===== src/rtl/reg_dump.sv =====
// ---------------------------------------------------------------------------
// reg_dump
//   Walks a register file from index 0 to NREGS-1 and streams every register
//   out as bytes (most-significant byte first) over a valid/ready interface.
//   For each register the FSM spends one cycle presenting the index
//   (ADDR), one cycle latching the returned data (CAPTURE), and then one
//   cycle per byte while the consumer accepts (SEND).
//
// Parameters
//   N      register data width in bits (multiple of 8, 8..32)
//   NREGS  number of registers dumped (2..16)
//
// Ports
//   clk        single clock, all state on posedge
//   rst_n      asynchronous active-low reset
//   start      one-cycle dump request, honoured only in IDLE
//   readnum    register-file read index
//   rdata      register-file read data, valid one cycle after readnum moves
//   out_valid  out_data holds a byte
//   out_data   byte stream
//   out_ready  consumer accepts the byte when high together with out_valid
//   busy       dump in progress
//   done       one-cycle pulse after the last byte has transferred
//
// Build option
//   REG_DUMP_HEADER_EN  when defined, a HEADER state is inserted between IDLE
//                       and ADDR that emits 0xA5 followed by NREGS before the
//                       register bytes.
// ---------------------------------------------------------------------------
module reg_dump #(
    parameter int N     = 16,
    parameter int NREGS = 8
) (
    input  logic                     clk,
    input  logic                     rst_n,
    input  logic                     start,
    output logic [$clog2(NREGS)-1:0] readnum,
    input  logic [N-1:0]             rdata,
    output logic                     out_valid,
    output logic [7:0]               out_data,
    input  logic                     out_ready,
    output logic                     busy,
    output logic                     done
);

    localparam int IW    = $clog2(NREGS);
    localparam int BYTES = N / 8;

`ifdef REG_DUMP_HEADER_EN
    typedef enum logic [2:0] {
        S_IDLE, S_HEADER, S_ADDR, S_CAPTURE, S_SEND, S_DONE
    } state_t;
`else
    typedef enum logic [2:0] {
        S_IDLE, S_ADDR, S_CAPTURE, S_SEND, S_DONE
    } state_t;
`endif

    state_t         state_q,     state_d;
    logic [IW-1:0]  index_q,     index_d;
    logic [IW-1:0]  readnum_q,   readnum_d;
    logic [N-1:0]   holder_q,    holder_d;
    logic [3:0]     cnt_q,       cnt_d;
    logic           out_valid_q, out_valid_d;
    logic [7:0]     out_data_q,  out_data_d;
    logic           busy_q,      busy_d;
    logic           done_q,      done_d;
`ifdef REG_DUMP_HEADER_EN
    logic           hdr_second_q, hdr_second_d;
`endif

    logic xfer;
    assign xfer = out_valid_q & out_ready;

    always_comb begin
        state_d     = state_q;
        index_d     = index_q;
        readnum_d   = readnum_q;
        holder_d    = holder_q;
        cnt_d       = cnt_q;
        out_valid_d = out_valid_q;
        out_data_d  = out_data_q;
        busy_d      = busy_q;
        done_d      = 1'b0;
`ifdef REG_DUMP_HEADER_EN
        hdr_second_d = hdr_second_q;
`endif

        case (state_q)
            S_IDLE: begin
                if (start) begin
                    index_d   = '0;
                    readnum_d = '0;
                    busy_d    = 1'b1;
`ifdef REG_DUMP_HEADER_EN
                    state_d      = S_HEADER;
                    out_valid_d  = 1'b1;
                    out_data_d   = 8'hA5;
                    hdr_second_d = 1'b0;
`else
                    state_d   = S_ADDR;
`endif
                end
            end

`ifdef REG_DUMP_HEADER_EN
            S_HEADER: begin
                if (xfer) begin
                    if (!hdr_second_q) begin
                        out_data_d   = 8'(NREGS);
                        hdr_second_d = 1'b1;
                    end else begin
                        out_valid_d = 1'b0;
                        state_d     = S_ADDR;
                    end
                end
            end
`endif

            // readnum already holds the index; rdata answers next cycle.
            S_ADDR: begin
                state_d = S_CAPTURE;
            end

            S_CAPTURE: begin
                holder_d    = rdata;
                cnt_d       = 4'(BYTES);
                out_valid_d = 1'b1;
                out_data_d  = rdata[N-1 -: 8];
                state_d     = S_SEND;
            end

            S_SEND: begin
                if (xfer) begin
                    if (cnt_q > 4'd1) begin
                        // Shift so the next unsent byte sits at the top.
                        holder_d   = holder_q << 8;
                        out_data_d = holder_d[N-1 -: 8];
                        cnt_d      = cnt_q - 4'd1;
                    end else begin
                        out_valid_d = 1'b0;
                        if (index_q == IW'(NREGS - 1)) begin
                            state_d   = S_DONE;
                            readnum_d = '0;
                            done_d    = 1'b1;
                            busy_d    = 1'b0;
                        end else begin
                            index_d   = index_q + 1'b1;
                            readnum_d = index_q + 1'b1;
                            state_d   = S_ADDR;
                        end
                    end
                end
            end

            // done_q is high for this single cycle; start is not looked at.
            S_DONE: begin
                state_d = S_IDLE;
            end

            default: begin
                state_d = S_IDLE;
            end
        endcase
    end

    always_ff @(posedge clk or negedge rst_n) begin
        if (!rst_n) begin
            state_q     <= S_IDLE;
            index_q     <= '0;
            readnum_q   <= '0;
            holder_q    <= '0;
            cnt_q       <= '0;
            out_valid_q <= 1'b0;
            out_data_q  <= '0;
            busy_q      <= 1'b0;
            done_q      <= 1'b0;
`ifdef REG_DUMP_HEADER_EN
            hdr_second_q <= 1'b0;
`endif
        end else begin
            state_q     <= state_d;
            index_q     <= index_d;
            readnum_q   <= readnum_d;
            holder_q    <= holder_d;
            cnt_q       <= cnt_d;
            out_valid_q <= out_valid_d;
            out_data_q  <= out_data_d;
            busy_q      <= busy_d;
            done_q      <= done_d;
`ifdef REG_DUMP_HEADER_EN
            hdr_second_q <= hdr_second_d;
`endif
        end
    end

    assign readnum   = readnum_q;
    assign out_valid = out_valid_q;
    assign out_data  = out_data_q;
    assign busy      = busy_q;
    assign done      = done_q;

endmodule


===== config.mk =====
export PLATFORM = sky130hd
export DESIGN_NAME = reg_dump
export DESIGN_NICKNAME = d
export VERILOG_FILES = /design/src/rtl/reg_dump.sv
export SDC_FILE = /design/constraint.sdc
export NUM_CORES = 1
export LEC_CHECK = 0
export ABC_AREA = 1
export BUFFER_PORTS_ARGS = -buffer_cell sky130_fd_sc_hd__buf_4
export CORE_MARGIN = 2
export CORE_UTILIZATION = 53
export DETAILED_ROUTE_END_ITERATION = 7
export PLACE_DENSITY = 0.78
export SLEW_MARGIN = 20
export SYNTH_ARGS = -nofsm -noshare
export SYNTH_HDL_FRONTEND = slang
export SYNTH_SLANG_ARGS = --single-unit

===== constraint.sdc =====
create_clock -name clk -period 2.11 [get_ports clk]
set_clock_uncertainty 0.2 [all_clocks]
set_input_delay 0.211 -clock clk [delete_from_list [all_inputs] [get_ports clk]]
set_output_delay 0.211 -clock clk [all_outputs]
set_load 0.01 [all_outputs]

Yosys cells after proc, flatten, opt, wreduce, memory -nomap -nowiden
Index checks and enable logic that the tools add are counted.
{"block": "word_totals", "reg_bits": 32, "output_inout_bits": 14, "word_cells": 67, "inputBits": 20}
{"block": "classes", "n_reduce_logical": 9, "n_addsub": 2, "magnitude_cmp": 1, "eq_ne": 10, "muxes": 35, "n_bitwise": 1}
{"op": "$mux 3", "count": 11}
{"op": "$mux 8", "count": 4}
{"op": "$pmux 8 s2", "count": 2}
{"op": "$ne 2x2->1 const B", "count": 6}
{"op": "$pmux 3 s2", "count": 2}
{"op": "$pmux 3 s4", "count": 1}
{"op": "$mux 1", "count": 10}
{"op": "$reduce_and 5->1", "count": 2}
{"op": "$reduce_and 3->1", "count": 3}
{"op": "$mux 4", "count": 2}
{"op": "$pmux 4 s2", "count": 1}
{"op": "$eq 3x2->1 const B", "count": 2}
{"op": "$gt 4x1->1 const B", "count": 1}
{"op": "$pmux 1 s2", "count": 2}
{"op": "$reduce_and 4->1", "count": 1}
{"op": "$reduce_bool 2->1", "count": 2}
{"op": "$sub 4x1->4 const B", "count": 1}
{"op": "$add 3x1->3 const B", "count": 1}
{"op": "$eq 3x1->1 const B", "count": 1}
{"op": "$eq 3x3->1 const B", "count": 1}
{"op": "$logic_not 3->1", "count": 1}
{"op": "$and 1x1->1", "count": 1}

Depth between registers and ports, before layout
Gate-level depths: netlist of the first run.
{"block": "logic_depth", "word_depth": 5, "ltp_mapped": 9, "mapped_depth_nobuf": 9}

Worst setup path after synthesis of the first run
Ideal clock, no wire load.
{"block": "synth_path", "path_type": "register to register", "from": "register cnt_q[0]", "to": "register index_q[0]", "setup_slack_ns": 0.499, "setup_ns": 0.117, "arrival_time_ns": 1.293, "t_required_ns": 1.793, "stages_incl_launch_ff": 10, "synth_period_minus_slack_ns": 1.611, "n_path_buf": 0, "cell_sequence": "dfrtp_1 -> inv_1 -> ha_1 -> inv_1 -> nand2_1 -> nand3_1 -> nand2_2 -> nand3_1 -> nand2_1 -> nand2_1"}
{"block": "synth_via", "elab_chain_len": 3}
{"element": "from (decl)", "line": "63", "rtl": "logic [3:0] cnt_q, cnt_d;"}
{"element": "from (signal assigned)", "line": "186", "rtl": "cnt_q <= cnt_d;"}
{"element": "$gt 4x1->1", "line": "135", "rtl": "if (cnt_q > 4'd1) begin"}
{"element": "$ne 2x2->1 (no line)"}
{"element": "$reduce_and 5->1 (no line)"}
{"element": "to (signal assigned)", "line": "183", "rtl": "index_q <= index_d;"}
{"element": "to (decl)", "line": "60", "rtl": "logic [IW-1:0] index_q, index_d;"}
Every way passes these cells.
A chain may end at the register's enable or synchronous reset.

Worst setup path in the final report of the first run
{"block": "layout_path", "from": "register cnt_q[0]", "to": "register index_q[1]"}
Same word-level chain as after synthesis.

==> impl_metrics.env, run 1 <==
export IMPL_status="finished clean"
export IMPL_gp_congestion=0.853
export IMPL_worst_slew_pin_slew_ns=0.483
export IMPL_yosysTopAreaCell="dfrtp_1"
export IMPL_critPathBufInv=2
export IMPL_fp_dieArea_um2=3500
export IMPL_yosysTopAreaCellShare_pct=49.7
export IMPL_hold_viol=0
export IMPL_area_growth_pct=30.4
export IMPL_cellPowerDensity_nw_per_um2=1350
export IMPL_async_flop_share_pct=100
export IMPL_cts_sinks=32
export IMPL_synth_edf_count=0
export IMPL_yosysMostFrequentCell="nand2_1"
export IMPL_wirelength_mm=3.47
export IMPL_antenna_cells=0
export IMPL_grt_overflow=0
export IMPL_drt_initial_drc_count=51
export IMPL_ys_types=19
export IMPL_netlist_area_um2=1610
export IMPL_root_buffer="clkbuf_4"
export IMPL_nets=285
export IMPL_slew_violations=0
export IMPL_drt_first_pass_iters=6
export IMPL_period_minus_slack_ns=1.79
export IMPL_clock_latency_ns=0.34
export IMPL_max_freq_ghz=0.559
export IMPL_cp_max_fo=9
export IMPL_synth_seq_area_share_pct=49.7
export IMPL_total_power_mw=2.83
export IMPL_holdCritPathClass="primary input to register"
export IMPL_clock_path_buffers=2
export IMPL_rsz0062_at_grt="false"
export IMPL_final_period_utilization_pct=84.8
export IMPL_vias=1508
export IMPL_grt_pass1_wl_mm=6.02
export IMPL_leakage_nw=1.18
export IMPL_final_setup_viol_count=0
export IMPL_maxCapViolCount=0
export IMPL_antenna_left=0
export IMPL_die_w_um=59.2
export IMPL_syn_avg_cell_area_um2=7.75
export IMPL_synthCells=208
export IMPL_synth_area_leaders="dfrtp_1 (50%), nand2_1 (23%), nand3_1 (8.7%)"
export IMPL_ys_seq_elements=32
export IMPL_vdd_drop_max_mv=0.880
export IMPL_pin_count=34
export IMPL_critPathLaunchType="register"
export IMPL_antenna_found_initial=0
export IMPL_grt_max_degree=33
export IMPL_fp_dieH_um=59.2
export IMPL_critical_path_required_ns=2.14
export IMPL_cts_setup_buffers=0
export IMPL_coreArea_um2=2980
export IMPL_portBuffers=33
export IMPL_slowest_stage="dfrtp_1"
export IMPL_synthTopCellsByCount="nand2_1 (97), dfrtp_1 (32), nand3_1 (28), inv_1 (14), nor2_1 (10)"
export IMPL_rows=20
export IMPL_yosysWarningCount=0
export IMPL_wl_per_cell_um=11.8
export IMPL_path_cells="inv_1 > ha_1 > inv_1 > nand2_1 > nand3_1 > nand2_2 > nand3_1 > nand2_1 > nand2_1"
export IMPL_synth_ff_type="dfrtp_1"
export IMPL_maxSlewHeadroom_pct=67.7
export IMPL_hpwl_mm=2.31
export IMPL_grt_pass1_vias=1389
export IMPL_initial_utilization_pct=54.2
export IMPL_arrival_ns=1.82
export IMPL_r2r_start="cnt_q[0]"
export IMPL_grtUsageTotal_pct=22.9
export IMPL_synth_fp_nets=232
export IMPL_cp_top_family="simple AND/OR/NAND/NOR gates"
export IMPL_end_kind="register"
export IMPL_path_common_cell="nand2_1"
export IMPL_cts_tree="built"
export IMPL_cts_buffers=5
export IMPL_critical_path_max_stage_delay_ns=0.41
export IMPL_path_clk_slew_ns=0.10
export IMPL_drc=0
export IMPL_drive_gt1_share_pct=19.8
export IMPL_hp_start="rdata[14]"
export IMPL_worstSetupPathType="register to register"
export IMPL_setup_tns_ns=0
export IMPL_crit_path_start="cnt_q[0]"
export IMPL_htreeDepth=2
export IMPL_routed_via_density=5.11
[logic make-up (layout without fill, tap and decap cells)]
family | after synthesis | after routing | share of synthesized area [%]
AO/OA/AOI/OAI | 6 | 6 | 2.09
adder cells (fa/ha/maj) | 4 | 4 | 3.10
buffers and inverters | 19 | 73 | 5.28
flip-flops | 32 | 32 | 49.7
AND/OR/NAND/NOR | 147 | 147 | 39.9
[worst paths after layout]
check / slack, ns / cells after the start / end
max in group asynchronous: 1.29 / 2 / index_q[0]
setup / recovery: 0.32 / 9 / index_q[1]
hold / removal: 0.02 / 5 / out_data[6]
hold reg to reg: 0.28 / 2 / busy
setup reg to reg: 0.32 / 9 / index_q[1]
min in group asynchronous: 0.13 / 2 / cnt_q[3]
[registers in the layout, summed over array words and instances, names as in the netlist]
register   cells
out_valid      1
out_data       8
cnt_q          4
index_q        3
readnum        3
holder_q       8
state_q        3
done           1
busy           1
[cells in the final DEF, fill, tap and decap left out, types with 2 or more instances in the layout]
master and instances:
ha_1 4, nor2_1 10, dfrtp_1 32, o21ai_0 4
nand4_1 5, dlygate4sd3_1 15, inv_1 14, buf_4 36
nand2_1 97, clkbuf_4 5, nand3_1 28, clkinv_2 2
[timing repair]
action | in CTS | in global routing
hold buffers | 15 | 0
resized for setup | 0 | 0
endpoints found under the hold margin | 46 | 0
[tightest hold or removal path, cell delays in order]
cell	delay, ns
buf_4	0.08
nand2_1	0.04
nand2_1	0.06
nand3_1	0.07
nand2_1	0.06
[power by group]
part / internal, mW / leakage, nW / total (mW) / switching [mW]
logic: 0.545 / 0.731 / 1.44 / 0.898
clock network: 0.158 / 0.0380 / 0.373 / 0.214
registers: 0.858 / 0.406 / 1.02 / 0.157
total: 1.56 / 1.18 / 2.83 / 1.27
[stage by stage]
stage / hold slack, ns / area (um2) / worst slack (ns) / instances / utilization [%]
global route: 0.0634 / 2100 / 0.187 / 295 / 70.6
global placement: -0.0331 / 1890 / 0.407 / 272 / 63.5
CTS: 0.0182 / 2100 / 0.326 / 295 / 70.6
finish: 0.0220 / 2100 / 0.321 / 295 / 70.6
detailed placement: -0.0300 / 1890 / 0.354 / 272 / 63.5
floorplan: -0.285 / 1610 / 0.499 / 208 / -
[layout make-up]
cell class | instances | area (um2)
clock inverters | 2 | 10.0
well taps | 33 | 41.3
repair buffers | 51 | 420
inverters | 14 | 52.6
flip-flops and latches | 32 | 801
multi-input cells | 157 | 727
fillers | 251 | 875
clock buffers | 6 | 51.3
[metal layers]
metal | vias to the layer above | global-route usage, % | share of wire (%) | routed length [um]
li1 | 768 | - | - | -
met4 | 0 | 8.12 | 0.98 | 34
met3 | 5 | 6.99 | 5.3 | 184
met2 | 48 | 34.8 | 45 | 1580
met1 | 687 | 31.0 | 48 | 1670
met5 | - | 0 | 0 | 0
(Power assumes the default switching activity.)
==> run 2, diff against run 1 <==
ABC_AREA = 0   (was 1)
clock period = 1.8 ns   (was 2.11 ns; I/O delays follow)
==> impl_metrics.env, run 2 <==
export IMPL_critPathLaunchType="register"
export IMPL_netlist_area_um2=1530
export IMPL_path_clk_slew_ns=0.09
export IMPL_worstSetupPathType="register to register"
export IMPL_cp_max_fo=5
export IMPL_use_met1_pct=27.0
export IMPL_initial_utilization_pct=55.5
export IMPL_final_cell_mix="buf_4 (50), dfrtp_1 (31), mux2_2 (17)"
export IMPL_holdCritPathClass="primary input to register"
export IMPL_yosysTopAreaCell="dfrtp_1"
export IMPL_grt_busiest_layer="met2"
export IMPL_fp_dieArea_um2=3330
export IMPL_path_cells="inv_2 > ha_4 > o21bai_4 > or2_4 > buf_6 > a2111oi_4 > o2bb2ai_1"
export IMPL_mostFrequentLayoutCell="buf_4"
export IMPL_final_period_utilization_pct=104
export IMPL_antenna_cells=0
export IMPL_nets=217
export IMPL_yosysTopAreaCellShare_pct=52.3
export IMPL_slowest_stage="dfrtp_2"
export IMPL_cts_tree="built"
export IMPL_total_power_mw=3.38
export IMPL_clock_path_buffers=2
export IMPL_max_freq_ghz=0.534
export IMPL_final_setup_viol_count=13
export IMPL_critical_path_required_ns=1.86
export IMPL_htreeDepth=2
export IMPL_vias=1313
export IMPL_ys_seq_elements=32
export IMPL_grt_overflow=0
export IMPL_pin_count=34
export IMPL_drive_gt1_share_pct=47.7
export IMPL_gp_congestion=0.776
export IMPL_cts_buffers=5
export IMPL_r2r_start="cnt_q[0]"
export IMPL_grtUsageTotal_pct=24.4
export IMPL_synth_fp_nets=153
export IMPL_synthTopCellsByCount="dfrtp_1 (32), mux2_2 (17), nand2_1 (10), a22o_1 (8), nor2_1 (8)"
export IMPL_setup_tns_ns=-0.562
export IMPL_area_growth_pct=42.1
export IMPL_drt_initial_drc_count=70
export IMPL_ys_types=34
export IMPL_cts_sinks=32
export IMPL_root_buffer="clkbuf_4"
export IMPL_yosysMostFrequentCell="dfrtp_1"
export IMPL_arrival_ns=1.93
export IMPL_holdWs_ns=0.00592
export IMPL_grtUsageMet3_pct=6.92
export IMPL_fillers=160
export IMPL_wl_per_cell_um=17.8
export IMPL_wirelength_mm=3.99
export IMPL_synthCells=129
export IMPL_synth_ff_type="dfrtp_1"
export IMPL_slew_violations=0
export IMPL_reg2reg_slack_ns=-0.07
export IMPL_dp_slack_ns=-0.234
export IMPL_routed_via_density=5.86
export IMPL_critical_path_max_stage_delay_ns=0.45
export IMPL_maxCapViolCount=0
export IMPL_end_kind="register"
export IMPL_portBuffers=33
export IMPL_crit_path_start="cnt_q[0]"
export IMPL_design_area_um2=2170
export IMPL_hold_viol=0
export IMPL_synth_edf_count=0
export IMPL_fp_dieH_um=57.7
export IMPL_leakage_nw=1.05
export IMPL_violations="negative setup slack"
export IMPL_syn_avg_cell_area_um2=11.9
export IMPL_final_cells=224
export IMPL_antenna_found_initial=0
export IMPL_finalCoreUtilization_pct=78.9
export IMPL_postPlaceCellArea_um2=1950
export IMPL_worst_slack_ns=-0.0742
export IMPL_rows=19
export IMPL_vdd_drop_max_mv=1.21
export IMPL_antenna_left=0
export IMPL_r2r_cells=7
export IMPL_synth_area_leaders="dfrtp_1 (52%), mux2_2 (13%), a22o_1 (4.6%)"
export IMPL_grt_pass1_vias=1373
export IMPL_rsz0062_at_grt="true"
export IMPL_status="finished with violations"
export IMPL_die_w_um=57.7
export IMPL_clock_latency_ns=0.33
export IMPL_grt_max_degree=33
export IMPL_hpwl_mm=2.47
export IMPL_cellPowerDensity_nw_per_um2=1550
export IMPL_async_flop_share_pct=100
export IMPL_use_met2_pct=44.6
export IMPL_grt_pass1_wl_mm=6.06
export IMPL_dp_cells=203
export IMPL_period_minus_slack_ns=1.87
export IMPL_worst_slew_pin_slew_ns=0.407
export IMPL_drc=0
export IMPL_synth_seq_area_share_pct=52.3
export IMPL_yosysWarningCount=0
export IMPL_coreArea_um2=2760
export IMPL_maxSlewHeadroom_pct=72.9
export IMPL_r2r_end="readnum[1]"
export IMPL_drt_first_pass_iters=4
export IMPL_crit_end="readnum[1]"
==> run 2: cell type report <==
cell class / instances / area, um2 / area share [%]
sequential: 32 / 802 / 36.9
multi-input combinational: 84 / 737 / 33.9
timing repair buffer: 64 / 528 / 24.3
clock buffer: 6 / 41.3 / 1.90
tap: 31 / 38.8 / 1.78
inverter: 6 / 22.5 / 1.04
clock inverter: 1 / 5.00 / 0.230
==> run 2: cells by family (layout without fill, tap and decap cells) <==
group	after synthesis	after routing	share of synthesized area [%]
AOI/OAI and AO/OA	32	32	16.4
DFF	32	32	52.3
and+or+nand+nor	29	29	9.73
muxes	19	19	13.8
buffers and inverters	13	77	4.41
adders and majority gates	4	4	3.27
==> run 2: power by group <==
part           total, mW  switching (mW)  internal (mW)
registers           1.15           0.183          0.965
clock network      0.371           0.228          0.144
logic               1.86           0.845           1.02
total               3.38            1.26           2.12
==> run 2: worst min-delay path by stage <==
stage	from	end	depth (start not counted)
floorplan	rst_n	busy	0
CTS	rdata[14]	out_data[6]	3
global placement	rst_n	readnum[1]	1
global route	start	state_q[0]	3
finish	rdata[14]	out_data[6]	3
detailed placement	rst_n	readnum[0]	1
==> run 2: metal layers <==
metal  up-vias  routed length, um
li1        596                  -
met1       651               1600
met2        56               2140
met3        10                184
met4         0                 62
met5         -                  0
==> run 2: repair_timing <==
item                                    CTS  global route
pin swaps                                 1             1
endpoints found under the hold margin    40             2
endpoints found under the setup margin   22            24
hold buffers                              9             2
buffers inserted                          1             2
resized for setup                         8             5
==> run 2: critical path, delay by kind of cell, from the launching register on <==
kind	cells	cell delay, ns
AO/OA/AOI/OAI	3	0.53
AND/OR/NAND/NOR	1	0.26
buffers and inverters	2	0.22
adder cells (fa/ha/maj)	1	0.14
flip-flops	1	0.45
==> run 3, diff against run 2 <==
==> constraint.sdc (replaced) <==
create_clock -name clk -period 1.8 [get_ports clk]
set_clock_uncertainty 0.2 [all_clocks]
set_input_delay 0.09 -clock clk [delete_from_list [all_inputs] [get_ports clk]]
set_output_delay 0.09 -clock clk [all_outputs]
set_load 0.01 [all_outputs]
==> impl_metrics.env, run 3 (synthesis gave the netlist of run 2 again) <==
export IMPL_mostFrequentLayoutCell="buf_4"
export IMPL_drc=0
export IMPL_dp_cells=203
export IMPL_grt_overflow=0
export IMPL_drt_initial_drc_count=45
export IMPL_final_cells=232
export IMPL_status="finished with violations"
export IMPL_total_power_mw=3.40
export IMPL_antenna_left=0
export IMPL_rsz0062_at_grt="true"
export IMPL_grt_max_degree=33
export IMPL_slowest_stage="dfrtp_2"
export IMPL_hpwl_mm=2.47
export IMPL_critical_path_required_ns=1.87
export IMPL_rows=19
export IMPL_design_area_um2=2250
export IMPL_antenna_found_initial=0
export IMPL_initial_utilization_pct=55.5
export IMPL_worst_slack_ns=-0.0807
export IMPL_coreArea_um2=2760
export IMPL_gp_congestion=0.776
export IMPL_holdCritPathClass="primary input to asynchronous set/reset pin"
export IMPL_arrival_ns=1.95
export IMPL_maxSlewHeadroom_pct=73.6
export IMPL_die_w_um=57.7
export IMPL_grtUsageTotal_pct=25.3
export IMPL_fp_dieH_um=57.7
export IMPL_routed_via_density=5.83
export IMPL_pin_count=34
export IMPL_antenna_cells=0
export IMPL_vdd_drop_max_mv=1.19
export IMPL_cellPowerDensity_nw_per_um2=1510
export IMPL_path_cells="inv_2 > ha_4 > o21bai_4 > or2_4 > buf_6 > a2111oi_4 > o2bb2ai_1"
export IMPL_end_kind="register"
export IMPL_worst_slew_pin_slew_ns=0.395
export IMPL_grt_pass1_wl_mm=6.29
export IMPL_slew_violations=0
export IMPL_cts_tree="built"
export IMPL_nets=225
export IMPL_critPathLaunchType="register"
export IMPL_cp_max_fo=5
export IMPL_violations="negative setup slack"
export IMPL_clock_latency_ns=0.34
export IMPL_holdWs_ns=0.00801
export IMPL_leakage_nw=1.08
export IMPL_area_growth_pct=47.3
export IMPL_final_cell_mix="buf_4 (50), dfrtp_1 (31), dlygate4sd3_1 (19)"
export IMPL_setup_tns_ns=-0.623
export IMPL_path_clk_slew_ns=0.09
export IMPL_cts_sinks=32
export IMPL_cts_buffers=5
export IMPL_finalCoreUtilization_pct=81.8
export IMPL_critPathBufInv=2
export IMPL_drive_gt1_share_pct=45.8
export IMPL_root_buffer="clkbuf_4"
export IMPL_cp_top_family="compound AO/OA/AOI/OAI gates"
export IMPL_vias=1353
export IMPL_fillers=149
export IMPL_wl_per_cell_um=17.1
export IMPL_postPlaceCellArea_um2=1950
export IMPL_fp_dieArea_um2=3330
export IMPL_max_freq_ghz=0.532
export IMPL_portBuffers=33
export IMPL_final_setup_viol_count=13
export IMPL_htreeDepth=2
export IMPL_grt_pass1_vias=1418
export IMPL_worstSetupPathType="register to register"
export IMPL_period_minus_slack_ns=1.88
export IMPL_clock_path_buffers=2
export IMPL_critical_path_max_stage_delay_ns=0.45
export IMPL_hold_viol=0
export IMPL_wirelength_mm=3.96
export IMPL_dp_slack_ns=-0.234
export IMPL_maxCapViolCount=0
export IMPL_drt_first_pass_iters=4
export IMPL_final_period_utilization_pct=104
run 3: cell type report:
type / count / area [um2] / share of cell area, %
sequential: 32 / 802 / 35.6
multi-input combinational: 84 / 737 / 32.7
timing repair buffer: 72 / 608 / 27.0
clock buffer: 6 / 41.3 / 1.83
tap: 31 / 38.8 / 1.72
inverter: 6 / 22.5 / 0.999
clock inverter: 1 / 5.00 / 0.222
run 3: report_power, final:
part	switching, mW	internal, mW	leakage (nW)
clock network	0.237	0.143	0.0281
registers	0.180	0.965	0.403
logic	0.846	1.03	0.652
total	1.26	2.14	1.08
run 3: path summary, 6_finish.rpt:
| path | startpoint | endpoint | slack, ns | cells past startpoint |
|---|---|---|---|---|
| max | cnt_q[0] | readnum[1] | -0.08 | 7 |
| min | rst_n | readnum[1] | 0.008 | 2 |
| max reg2reg | cnt_q[0] | readnum[1] | -0.08 | 7 |
| min reg2reg | state_q[2] | state_q[0] | 0.30 | 1 |
| max in group asynchronous | rst_n | cnt_q[0] | 1.09 | 2 |
| min in group clk | state_q[2] | state_q[0] | 0.30 | 1 |
run 3: repair_timing:
item                                   CTS  global route
gates resized for setup                  8             5
setup endpoints to repair               22            23
hold buffers                            19             0
setup buffers                            1             2
endpoints found under the hold margin   50             0
pin swaps                                1             1
run 3: per-layer routing:
layer	wire (um)	vias up	global-route usage [%]
met5	0	-	0
met4	112	0	8.97
met3	242	17	7.37
met2	2160	59	46.6
met1	1450	666	27.4
li1	-	611	-
